==> config.mk <==
export PLATFORM = sky130hd
export DESIGN_NAME = i2c_target
export DESIGN_NICKNAME = d
export VERILOG_FILES = /design/src/rtl/i2c_target.sv
export SDC_FILE = /design/constraint.sdc
export NUM_CORES = 1
export LEC_CHECK = 0
export CELL_PAD_IN_SITES_DETAIL_PLACEMENT = 1
export CELL_PAD_IN_SITES_GLOBAL_PLACEMENT = 1
export CORE_MARGIN = 2
export CORE_UTILIZATION = 43
export DETAILED_ROUTE_END_ITERATION = 7
export PLACE_DENSITY = 0.92
export SYNTH_ARGS = -nofsm -noshare
export SYNTH_HDL_FRONTEND = slang
export SYNTH_SLANG_ARGS = --single-unit
==> constraint.sdc <==
create_clock -name clk -period 5.95 [get_ports clk]
set_clock_uncertainty 0.15 [all_clocks]
set_input_delay 0.595 -clock clk [delete_from_list [all_inputs] [get_ports clk]]
set_output_delay 0.595 -clock clk [all_outputs]
set_load 0.01 [all_outputs]
==> src/rtl/i2c_target.sv <==
// rtl/i2c_target.sv - 7-bit address I2C target with oversampled SCL/SDA and open-drain SDA drive
module i2c_target #(
    parameter logic [6:0] ADDR        = 7'h50,
    parameter int         SYNC_STAGES = 2
) (
    input  logic       clk,
    input  logic       reset,
    input  logic       scl_i,
    input  logic       sda_i,
    output logic       sda_out_en,
    output logic [7:0] rx_data_o,
    output logic       rx_valid_o,
    input  logic [7:0] tx_data_i,
    output logic       tx_req_o,
    output logic       rw_o,
    output logic       busy_o,
    output logic       addr_hit_o
);

    typedef enum logic [2:0] {
        S_IDLE      = 3'd0,
        S_ADDR      = 3'd1,
        S_ADDR_ACK  = 3'd2,
        S_WR_DATA   = 3'd3,
        S_WR_ACK    = 3'd4,
        S_RD_DATA   = 3'd5,
        S_RD_ACK    = 3'd6,
        S_WAIT_STOP = 3'd7
    } t_state;

    t_state r_state;
    t_state w_state_next;

    logic [SYNC_STAGES-1:0] r_scl_sync;
    logic [SYNC_STAGES-1:0] r_sda_sync;
    logic                   r_scl_d;
    logic                   r_sda_d;

    logic [7:0] r_shift;
    logic [2:0] r_bit_cnt;
    // Set once a byte's 8th bit (or a read ACK) is in; the following SCL fall acts on it.
    logic       r_byte_done;
    logic       r_oe;
    logic [7:0] r_rx_data;
    logic       r_rx_valid;
    logic       r_tx_req;
    logic       r_rw;
    logic       r_addr_hit;

    logic w_scl;
    logic w_sda;
    logic w_start;
    logic w_stop;
    logic w_rise;
    logic w_fall;
    logic w_last_bit;
    logic w_addr_match;
    logic w_oe_next;
    logic w_rx_valid_next;
    logic w_tx_req_next;
    logic w_addr_hit_next;

    assign w_scl   = r_scl_sync[SYNC_STAGES-1];
    assign w_sda   = r_sda_sync[SYNC_STAGES-1];
    assign w_start = r_sda_d & ~w_sda & w_scl;
    assign w_stop  = ~r_sda_d & w_sda & w_scl;
    // Bus conditions take precedence over any SCL edge seen in the same cycle.
    assign w_rise  = w_scl & ~r_scl_d & ~w_start & ~w_stop;
    assign w_fall  = ~w_scl & r_scl_d & ~w_start & ~w_stop;

    assign w_last_bit   = (r_bit_cnt == 3'd0);
    assign w_addr_match = (r_shift[6:0] == ADDR);

    always_ff @(posedge clk) begin
        if (reset) begin
            r_scl_sync <= '1;
            r_sda_sync <= '1;
            r_scl_d    <= 1'b1;
            r_sda_d    <= 1'b1;
        end else begin
            r_scl_sync <= {r_scl_sync[SYNC_STAGES-2:0], scl_i};
            r_sda_sync <= {r_sda_sync[SYNC_STAGES-2:0], sda_i};
            r_scl_d    <= w_scl;
            r_sda_d    <= w_sda;
        end
    end

    always_ff @(posedge clk) begin
        if (reset) begin
            r_state <= S_IDLE;
        end else begin
            r_state <= w_state_next;
        end
    end

    always_comb begin
        w_state_next = r_state;
        if (w_stop) begin
            w_state_next = S_IDLE;
        end else if (w_start) begin
            w_state_next = S_ADDR;
        end else begin
            case (r_state)
                S_ADDR: begin
                    if (w_rise && w_last_bit && !w_addr_match) begin
                        w_state_next = S_WAIT_STOP;
                    end else if (w_fall && r_byte_done) begin
                        w_state_next = S_ADDR_ACK;
                    end
                end
                S_ADDR_ACK: begin
                    if (w_fall) begin
                        w_state_next = r_rw ? S_RD_DATA : S_WR_DATA;
                    end
                end
                S_WR_DATA: begin
                    if (w_fall && r_byte_done) begin
                        w_state_next = S_WR_ACK;
                    end
                end
                S_WR_ACK: begin
                    if (w_fall) begin
                        w_state_next = S_WR_DATA;
                    end
                end
                S_RD_DATA: begin
                    if (w_fall && r_byte_done) begin
                        w_state_next = S_RD_ACK;
                    end
                end
                S_RD_ACK: begin
                    if (w_rise && w_sda) begin
                        w_state_next = S_WAIT_STOP;
                    end else if (w_fall && r_byte_done) begin
                        w_state_next = S_RD_DATA;
                    end
                end
                default: begin
                    w_state_next = r_state;
                end
            endcase
        end
    end

    always_comb begin
        w_oe_next       = r_oe;
        w_rx_valid_next = 1'b0;
        w_tx_req_next   = 1'b0;
        w_addr_hit_next = 1'b0;
        if (w_stop || w_start) begin
            w_oe_next = 1'b0;
        end else begin
            case (r_state)
                S_ADDR: begin
                    if (w_rise && w_last_bit && w_addr_match) begin
                        w_addr_hit_next = 1'b1;
                        w_tx_req_next   = w_sda;
                    end else if (w_fall && r_byte_done) begin
                        w_oe_next = 1'b1;
                    end
                end
                S_ADDR_ACK: begin
                    if (w_fall) begin
                        w_oe_next = r_rw ? ~tx_data_i[7] : 1'b0;
                    end
                end
                S_WR_DATA: begin
                    if (w_rise && w_last_bit) begin
                        w_rx_valid_next = 1'b1;
                    end else if (w_fall && r_byte_done) begin
                        w_oe_next = 1'b1;
                    end
                end
                S_WR_ACK: begin
                    if (w_fall) begin
                        w_oe_next = 1'b0;
                    end
                end
                S_RD_DATA: begin
                    if (w_fall) begin
                        w_oe_next = r_byte_done ? 1'b0 : ~r_shift[r_bit_cnt];
                    end
                end
                S_RD_ACK: begin
                    if (w_rise && !w_sda) begin
                        w_tx_req_next = 1'b1;
                    end else if (w_fall && r_byte_done) begin
                        w_oe_next = ~tx_data_i[7];
                    end
                end
                default: begin
                    w_oe_next = 1'b0;
                end
            endcase
        end
    end

    always_ff @(posedge clk) begin
        if (reset) begin
            r_shift     <= 8'h00;
            r_bit_cnt   <= 3'd7;
            r_byte_done <= 1'b0;
            r_oe        <= 1'b0;
            r_rx_data   <= 8'h00;
            r_rx_valid  <= 1'b0;
            r_tx_req    <= 1'b0;
            r_rw        <= 1'b0;
            r_addr_hit  <= 1'b0;
        end else begin
            r_oe       <= w_oe_next;
            r_rx_valid <= w_rx_valid_next;
            r_tx_req   <= w_tx_req_next;
            r_addr_hit <= w_addr_hit_next;
            if (w_stop) begin
                r_byte_done <= 1'b0;
            end else if (w_start) begin
                r_bit_cnt   <= 3'd7;
                r_byte_done <= 1'b0;
            end else begin
                case (r_state)
                    S_ADDR: begin
                        if (w_rise) begin
                            r_shift   <= {r_shift[6:0], w_sda};
                            r_bit_cnt <= r_bit_cnt - 3'd1;
                            if (w_last_bit && w_addr_match) begin
                                r_byte_done <= 1'b1;
                                r_rw        <= w_sda;
                            end
                        end
                    end
                    S_ADDR_ACK: begin
                        if (w_fall) begin
                            r_bit_cnt   <= 3'd7;
                            r_byte_done <= 1'b0;
                            if (r_rw) begin
                                r_shift <= tx_data_i;
                            end
                        end
                    end
                    S_WR_DATA: begin
                        if (w_rise) begin
                            r_shift   <= {r_shift[6:0], w_sda};
                            r_bit_cnt <= r_bit_cnt - 3'd1;
                            if (w_last_bit) begin
                                r_byte_done <= 1'b1;
                                r_rx_data   <= {r_shift[6:0], w_sda};
                            end
                        end
                    end
                    S_WR_ACK: begin
                        if (w_fall) begin
                            r_bit_cnt   <= 3'd7;
                            r_byte_done <= 1'b0;
                        end
                    end
                    S_RD_DATA: begin
                        if (w_rise) begin
                            if (w_last_bit) begin
                                r_byte_done <= 1'b1;
                            end else begin
                                r_bit_cnt <= r_bit_cnt - 3'd1;
                            end
                        end else if (w_fall && r_byte_done) begin
                            r_byte_done <= 1'b0;
                        end
                    end
                    S_RD_ACK: begin
                        if (w_rise && !w_sda) begin
                            r_byte_done <= 1'b1;
                        end else if (w_fall && r_byte_done) begin
                            r_shift     <= tx_data_i;
                            r_bit_cnt   <= 3'd7;
                            r_byte_done <= 1'b0;
                        end
                    end
                    default: begin
                        r_byte_done <= 1'b0;
                    end
                endcase
            end
        end
    end

    assign sda_out_en = r_oe;
    assign rx_data_o  = r_rx_data;
    assign rx_valid_o = r_rx_valid;
    assign tx_req_o   = r_tx_req;
    assign rw_o       = r_rw;
    assign addr_hit_o = r_addr_hit;
    assign busy_o     = (r_state != S_IDLE);

endmodule

==> results of run 1 <==
-- final cells by class --
cell class              count  area share
well taps                  52     0.02918
flip-flops and latches     34      0.3053
clock buffers               6     0.03704
clock inverters             2    0.005612
repair buffers             25      0.1122
multi-input cells         175      0.4972
inverters                   8     0.01347
-- path summary, 6_finish.rpt --
kind / endpoint / slack (ns) / cells past startpoint
max: rx_data_o[0]$_SDFFE_PP0P_ / 3.10 / 5
min: r_scl_sync[1]$_SDFF_PP1_ / 0.26 / 1
max reg2reg: rx_data_o[0]$_SDFFE_PP0P_ / 3.10 / 5
min reg2reg: r_scl_sync[1]$_SDFF_PP1_ / 0.26 / 1
-- sequential cells by signal, indices dropped and copies added (netlist names) --
name	cells
r_sda_sync	2
r_state	3
sda_out_en	1
r_scl_sync	2
r_byte_done	1
tx_req_o	1
r_bit_cnt	3
addr_hit_o	1
rx_data_o	8
r_sda_d	1
rx_valid_o	1
rw_o	1
r_shift	8
r_scl_d	1
-- cells in the final DEF, fill, tap and decap left out, types with 3 or more instances in the layout --
master           instances
a21oi_1                 29
nor3_1                   4
nand3_1                  6
a21o_1                   3
dfxtp_1                 34
inv_1                    8
o21ai_1                  4
nand2_1                 22
or2_2                    6
nor2b_1                  5
mux2i_1                  9
clkbuf_8                 6
nor2_1                  34
clkdlybuf4s50_1         25
o21ai_0                  7
o22ai_1                  3
nand2b_1                 5
-- routing by layer --
metal	up-vias	wire [µm]	track usage
met1	866	2219	0.2860
met4	0	76	0.08120
li1	850	-	-
met2	48	2496	0.3608
met3	7	280	0.06494
met5	-	0	0
-- per-stage QoR --
step,setup slack [ns],std cells
after floorplan,3.868,232
after global placement,3.176,294
after detailed placement,3.116,294
after CTS,3.110,302
after global routing,2.833,302
final,3.099,302
-- kinds of logic (layout without fill, tap and decap cells) --
kind of cell | Yosys count | in the layout | share of synthesized area
DFF | 34 | 34 | 0.3619
xor gates and xnor gates | 1 | 1 | 0.004658
buffers and inverters | 23 | 41 | 0.04857
muxes | 11 | 11 | 0.07386
and+or+nand+nor | 96 | 96 | 0.2635
adders and majority gates | 2 | 2 | 0.01330
AOI/OAI and AO/OA | 65 | 65 | 0.2342
-- power breakdown --
part           internal [mW]  switching (mW)
Sequential             0.237          0.0264
Clock                 0.0929          0.0882
Combinational         0.0567          0.0713
Total                  0.387           0.186
==> impl_metrics.yaml, run 1 <==
timing:
  tightest_slew_ns: 1.140
  period_minus_slack_ns: 2.851
  whs_ns: 0.2613
  finalSetupViolations: 0
  maxSlewHeadroom: 0.2400
  layout_worst_path_cycle_share: 0.4791
  rsz0062_at_grt: "false"
  setup_tns_ns: 0
  drv_slew: 0
  hold_viol: 0
  max_freq_mhz: 350.8
cells_and_area:
  drive_above_1_share: 0.09600
  multiInputGateArea_mm2: 0.001109
  seq_area_um2: 680.7
  num-nets-final: 263
  final_util: 0.5192
  fin_area_mm2: 0.002230
  diodes: 0
  fill_cells: 507
  synthToLayoutAreaGrowth_pct: 18.56
clock_tree:
  clk_path_buf_depth: 2
  post-cts-setup-buffer-count: 0
  numCtsBuffers: 5
  clock_latency_ns: 0.30
  cts-resized-gates: 0
  cts_tree: "yes"
  cts_sinks: 34
  ctsHoldBuffers: 0
  cts_root_buf: "clkbuf_8"
  clk_pin_slew_ns: 0.07
  htree_levels: 2
detailed_routing:
  vias: 1771
  drc: 0
  drtPass1Iterations: 4
  routedWlPerCell_um: 16.79
  wl_mm: 5.072
  drtIter0Drc: 127
  vias_per_cell: 5.864
  antenna_left: 0
setup_path:
  arrival_ns: 2.92
  worstSetupEndpointType: "flip-flop"
  worst_path_max_delay_cell: "dfxtp_1"
  max_stage_delay_ns: 0.80
  path_common_cell: "nor2_1"
  startpoint_type: "flip-flop"
  critical_path_peak_fanout: 23
  crit_required_ns: 6.02
  critPathLaunch: "r_state[0]$_SDFFE_PP0P_"
  reg2reg_from: "r_state[0]$_SDFFE_PP0P_"
  path_cells: "nor2b_1 -> nand3_1 -> nor2_1 -> a21oi_1 -> nor2_1"
  worst-path-buf-inv: 0
  path_class: "flip-flop to flip-flop"
  cp_top_family: "simple AND/OR/NAND/NOR gates"
die:
  die-width_um: 70.13
  dieArea_mm2: 0.004918
  start_util: 0.4379
  num_io_pins: 26
  die_h_um: 70.13
  core_mm2: 0.004294
  row_count: 24
grt:
  antenna_found_initial: 0
  first_global_vias: 1714
  grt-ovfl-total: 0
  grt.total_usage: 0.2243
  grt_start_max_net_pins: 30
  grt_first_pass_wirelength_mm: 8.618
synthesis:
  yosysUniqueCellTypes: 50
  yosysTopAreaCell: "dfxtp_1"
  postSynth.asyncResetShare: 0
  synthTopCellsByArea: "dfxtp_1 36%, a21oi_1 7.7%, nor2_1 6.8%, mux2i_1 4.8%, nand2_1 4.4%"
  synth_enable_flop_cells: 0
  syn_nets: 246
  ys.warnings.count: 0
  synthFlopType: "dfxtp_1"
  syn_area_mm2: 0.001881
  synth.avg_cell_area_um2: 8.106
  yosys_register_bits: 34
  synth_top_area_frac: 0.3619
  synth_common_cells: "34 x dfxtp_1, 34 x nor2_1, 29 x a21oi_1, 22 x nand2_1, 10 x clkbuf_1"
  seq_area_frac_synth: 0.3619
  syn-instance-count: 232
job:
  maxCapViolations: 0
power_and_ir_drop:
  powerDensity_mw_per_mm2: 256.8
  p_leak_nw: 0.8995
  power_mw: 0.5726
  peakVddDrop_mv: 0.2155
placed_design:
  numPortBuffers: 25
  dp_hpwl_mm: 3.613
  gp_congestion: 0.9320
  placed_cell_area_mm2: 0.002135
worst_hold_path:
  min-delay-start: "r_scl_sync[0]$_SDFF_PP1_"
  hp-class: "flip-flop to flip-flop"
run_status:
  outcome: "finished, final reports clean"
(Power assumes the default switching activity.)
==> run 2, diff against run 1 <==
--- a/config.mk
+++ b/config.mk
@@ -8,9 +8,9 @@
 export CELL_PAD_IN_SITES_DETAIL_PLACEMENT = 1
 export CELL_PAD_IN_SITES_GLOBAL_PLACEMENT = 1
 export CORE_MARGIN = 2
-export CORE_UTILIZATION = 43
+export CORE_UTILIZATION = 40
 export DETAILED_ROUTE_END_ITERATION = 7
-export PLACE_DENSITY = 0.92
+export PLACE_DENSITY = 0.87
 export SYNTH_ARGS = -nofsm -noshare
 export SYNTH_HDL_FRONTEND = slang
 export SYNTH_SLANG_ARGS = --single-unit
==> constraint.sdc (replaced) <==
create_clock -name clk -period 2.89 [get_ports clk]
set_clock_uncertainty 0.15 [all_clocks]
set_input_delay 0.289 -clock clk [delete_from_list [all_inputs] [get_ports clk]]
set_output_delay 0.289 -clock clk [all_outputs]
set_load 0.01 [all_outputs]
==> run 2 against run 1 <==
Global-route usage shrank 0.56 points. Via count grew 2.2%. Worst setup slack got worse by 2.6 ns. Power rose by 120%. Count of clock-buffer cells in the layout increased by 2. Hold slack worse by 0.0043 ns. Core utilization fell by 0.40 points. Maximum frequency rose by 17%. Highest routed layer unchanged.
==> impl_metrics.yaml, run 2 (same netlist as run 1, synthesis figures left out) <==
detailed_routing:
  wl_mm: 5.310
  drtIter0Drc: 123
  drtPass1Iterations: 5
  routedWlPerCell_um: 17.24
  vias_per_cell: 5.877
  drc: 0
  antenna_left: 0
  vias: 1810
power_and_ir_drop:
  peakVddDrop_mv: 0.3352
  p_leak_nw: 0.9390
  powerDensity_mw_per_mm2: 541.4
cells_and_area:
  drive_above_1_share: 0.1172
  final_cell_mix: "34 x nor2_1, 34 x dfxtp_1, 29 x a21oi_1, 25 x clkdlybuf4s50_1, 22 x nand2_1"
  synthToLayoutAreaGrowth_pct: 21.76
  num-nets-final: 269
  final_util: 0.5152
  fin_area_mm2: 0.002290
  diodes: 0
timing:
  finalSetupViolations: 0
  whs_ns: 0.2570
  max_freq_mhz: 410.3
  hold_viol: 0
  layout_worst_path_cycle_share: 0.8434
  setup_tns_ns: 0
  rsz0062_at_grt: "false"
  period_minus_slack_ns: 2.437
  maxSlewHeadroom: 0.4949
  tightest_slew_ns: 0.7566
  drv_slew: 0
  worst_slack_ns: 0.4525
placed_design:
  numPortBuffers: 25
  pre_cts_slack_ns: 0.4703
  placed_cell_area_mm2: 0.002180
  dp_hpwl_mm: 3.798
  gp_congestion: 0.8621
grt:
  grt_start_max_net_pins: 24
  busiest_layer: "met2"
  first_global_vias: 1805
  grt.total_usage: 0.2187
  grtUsageMet3: 0.04306
  grt_first_pass_wirelength_mm: 8.976
  antenna_found_initial: 0
  grtUsageMet1: 0.2694
  groute.layer.met2.usage: 0.3818
  grt-ovfl-total: 0
die:
  start_util: 0.4231
  num_io_pins: 26
  row_count: 24
  core_mm2: 0.004444
  dieArea_mm2: 0.005266
  die-width_um: 72.57
  die_h_um: 72.57
clock_tree:
  cts_sinks: 34
  numCtsBuffers: 5
  cts-resized-gates: 0
  cts_root_buf: "clkbuf_8"
  clk_pin_slew_ns: 0.07
  clk_path_buf_depth: 2
  htree_levels: 2
  ctsHoldBuffers: 0
  post-cts-setup-buffer-count: 0
  cts_tree: "yes"
  clock_latency_ns: 0.29
setup_path:
  path_class: "flip-flop to flip-flop"
  critical_path_peak_fanout: 10
  arrival_ns: 2.44
  crit_required_ns: 2.89
  worstSetupEndpointType: "flip-flop"
  startpoint_type: "flip-flop"
job:
  maxCapViolations: 0
worst_hold_path:
  hp-class: "flip-flop to flip-flop"
run_status:
  outcome: "finished, final reports clean"
==> run 2: cell count changes in the layout (fill, tap and decap cells not counted) <==
cell and change:
clkbuf_8 +2, clkinv_2 -1, buf_4 +6, clkinvlp_4 -1
==> run 2: power by group <==
| part | total, mW | internal (mW) | switching [mW] | leakage (nW) |
|---|---|---|---|---|
| Combinational | 0.289 | 0.131 | 0.158 | 0.606 |
| Sequential | 0.537 | 0.488 | 0.0488 | 0.276 |
| Clock | 0.413 | 0.241 | 0.173 | 0.0575 |
==> run 2: final timing paths <==
kind	slack (ns)	cells past startpoint	start	end
worst max-delay path	0.45	7	r_bit_cnt[0]$_SDFFE_PP1P_	rx_data_o[4]$_SDFFE_PP0P_
worst min register to register	0.26	1	r_scl_sync[0]$_SDFF_PP1_	r_scl_sync[1]$_SDFF_PP1_
worst min-delay path	0.26	1	r_scl_sync[0]$_SDFF_PP1_	r_scl_sync[1]$_SDFF_PP1_
worst max register to register	0.45	7	r_bit_cnt[0]$_SDFFE_PP1P_	rx_data_o[4]$_SDFFE_PP0P_
==> run 2: metal layers <==
layer  vias up  part of all wire
li1        865                 -
met1       874              0.42
met2        55              0.51
met3        16             0.047
met4         0             0.019
met5         -                 0
==> run 2: worst max-delay path, stage by stage, from the launching register on <==
cell     delay (ns)
dfxtp_1        0.36
inv_1          0.11
ha_1           0.14
nor2b_1        0.25
nor3b_4        0.36
nand3_1        0.50
mux2i_1        0.36
nor2_1         0.07
==> run 2: final cells by class <==
type	count	area (µm²)
fillers	525	2155
multi-input cells	175	1109
flip-flops and latches	34	680.7
repair buffers	31	295.3
clock buffers	8	110.1
well taps	52	65.06
inverters	8	30.03
==> run 2: metrics by stage <==
step                power, mW  cells
finish                  1.240    308
global route            1.302    308
CTS                     1.245    308
detailed placement     0.8309    300
global placement       0.8219    300
floorplan              0.7360    232
==> run 3, diff against run 2 <==
==> constraint.sdc (replaced) <==
create_clock -name clk -period 2.28 [get_ports clk]
set_clock_uncertainty 0.15 [all_clocks]
set_input_delay 0.228 -clock clk [delete_from_list [all_inputs] [get_ports clk]]
set_output_delay 0.228 -clock clk [all_outputs]
set_load 0.01 [all_outputs]
==> run 3 against run 2 <==
Global-route usage up 0.99 points. Maximum frequency is 11% higher. Via count increased by 2.4%. Highest routed layer unchanged. Non-clock buffer count is 13 higher. Largest cell class unchanged.
==> impl_metrics.yaml, run 3 (same netlist as run 1, synthesis figures left out) <==
cells_and_area:
  drive_above_1_share: 0.1747
  fin_area_mm2: 0.002394
  final_cell_mix: "34 x nor2_1, 31 x dfxtp_1, 29 x a21oi_1, 25 x clkdlybuf4s50_1, 22 x nand2_1"
  multiInputGateArea_mm2: 0.001127
  final_common_cell: "nor2_1"
  fin_cells: 321
  seq_area_um2: 686.9
  diodes: 0
  synthToLayoutAreaGrowth_pct: 27.28
  fill_cells: 552
  final_util: 0.5386
  num-nets-final: 282
die:
  die_h_um: 72.57
  die-width_um: 72.57
  start_util: 0.4231
  core_mm2: 0.004444
  row_count: 24
  num_io_pins: 26
  dieArea_mm2: 0.005266
clock_tree:
  cts_root_buf: "clkbuf_8"
  ctsHoldBuffers: 0
  clk_pin_slew_ns: 0.07
  htree_levels: 2
  clk_path_buf_depth: 2
  cts_tree: "yes"
  cts_sinks: 34
  clock_latency_ns: 0.29
  numCtsBuffers: 5
timing:
  hold_viol: 0
  setup_tns_ns: 0
  max_freq_mhz: 453.5
  period_minus_slack_ns: 2.205
  maxSlewHeadroom: 0.6274
  tightest_slew_ns: 0.5572
  finalSetupViolations: 0
  whs_ns: 0.2545
  rsz0062_at_grt: "true"
  drv_slew: 0
  layout_worst_path_cycle_share: 0.9671
  worst_slack_ns: 0.07505
job:
  maxCapViolations: 0
detailed_routing:
  drtPass1Iterations: 4
  wl_mm: 5.668
  drc: 0
  vias_per_cell: 5.776
  vias: 1854
  drtIter0Drc: 130
  antenna_left: 0
  routedWlPerCell_um: 17.66
setup_path:
  startpoint_type: "flip-flop"
  arrival_ns: 2.27
  path_class: "flip-flop to flip-flop"
  critical_path_peak_fanout: 3
  path_cells: "or4b_4 -> nor4b_4 -> nand2b_4 -> a221oi_4 -> buf_4 -> o311a_1 -> a211oi_2"
  max_stage_delay_ns: 0.54
  crit_required_ns: 2.35
  rrSetupSlack_ns: 0.08
  worstSetupEndpointType: "flip-flop"
  worst_path_max_delay_cell: "or4b_4"
placed_design:
  gp_congestion: 0.9453
  dp_cells: 310
  numPortBuffers: 25
  placed_cell_area_mm2: 0.002255
  dp_hpwl_mm: 4.151
  pre_cts_slack_ns: 0.05986
grt:
  first_global_vias: 1873
  grt.total_usage: 0.2286
  grt_start_max_net_pins: 17
  antenna_found_initial: 0
  grt_first_pass_wirelength_mm: 9.259
  grt-ovfl-total: 0
power_and_ir_drop:
  powerDensity_mw_per_mm2: 649.1
  p_leak_nw: 1.000
  power_mw: 1.554
  peakVddDrop_mv: 0.3772
worst_hold_path:
  hp-class: "flip-flop to flip-flop"
run_status:
  outcome: "finished, final reports clean"
-- run 3: changes by cell type in the layout (fill, tap and decap cells not counted), sizes merged --
cell	previous run	this run
buf	6	19
clkbuf	8	7
clkinv	0	1
-- run 3: routing by layer --
layer,GRT usage,wire (µm)
met5,0,0
met4,0.08642,150
met3,0.04583,178
met2,0.3778,2830
met1,0.2936,2510
-- run 3: worst max-delay path: cells and delay by family (launching register included) --
family	cells	cell delay, ns
buffers and inverters	1	0.16
AND/OR/NAND/NOR	3	1.08
AO/OA/AOI/OAI	3	0.40
flip-flops	1	0.34
-- run 3: final cells by class --
type	count	share of cell area
Clock inverter	1	0.002091
Clock buffer	7	0.03607
Tap cell	52	0.02718
Inverter	8	0.01255
Timing Repair Buffer	44	0.1641
Sequential cell	34	0.2870
Multi-Input combinational cell	175	0.4710
-- run 3: what timing repair did --
item	CTS	global route
setup buffers	0	3
gates resized for setup	0	8
setup endpoints to repair	0	4
-- run 3: worst paths after layout --
check,startpoint,end,depth (start not counted)
setup / recovery,r_shift[1]$_SDFFE_PP0P_,r_state[1]$_SDFFE_PP0P_,7
hold / removal,r_scl_sync[0]$_SDFF_PP1_,r_scl_sync[1]$_SDFF_PP1_,1
setup reg to reg,r_shift[1]$_SDFFE_PP0P_,r_state[1]$_SDFFE_PP0P_,7
hold reg to reg,r_scl_sync[0]$_SDFF_PP1_,r_scl_sync[1]$_SDFF_PP1_,1
-- run 3: power by group --
group	leakage [nW]	switching (mW)	internal, mW
Clock	0.0482	0.220	0.244
Sequential	0.278	0.0386	0.618
Combinational	0.674	0.238	0.196
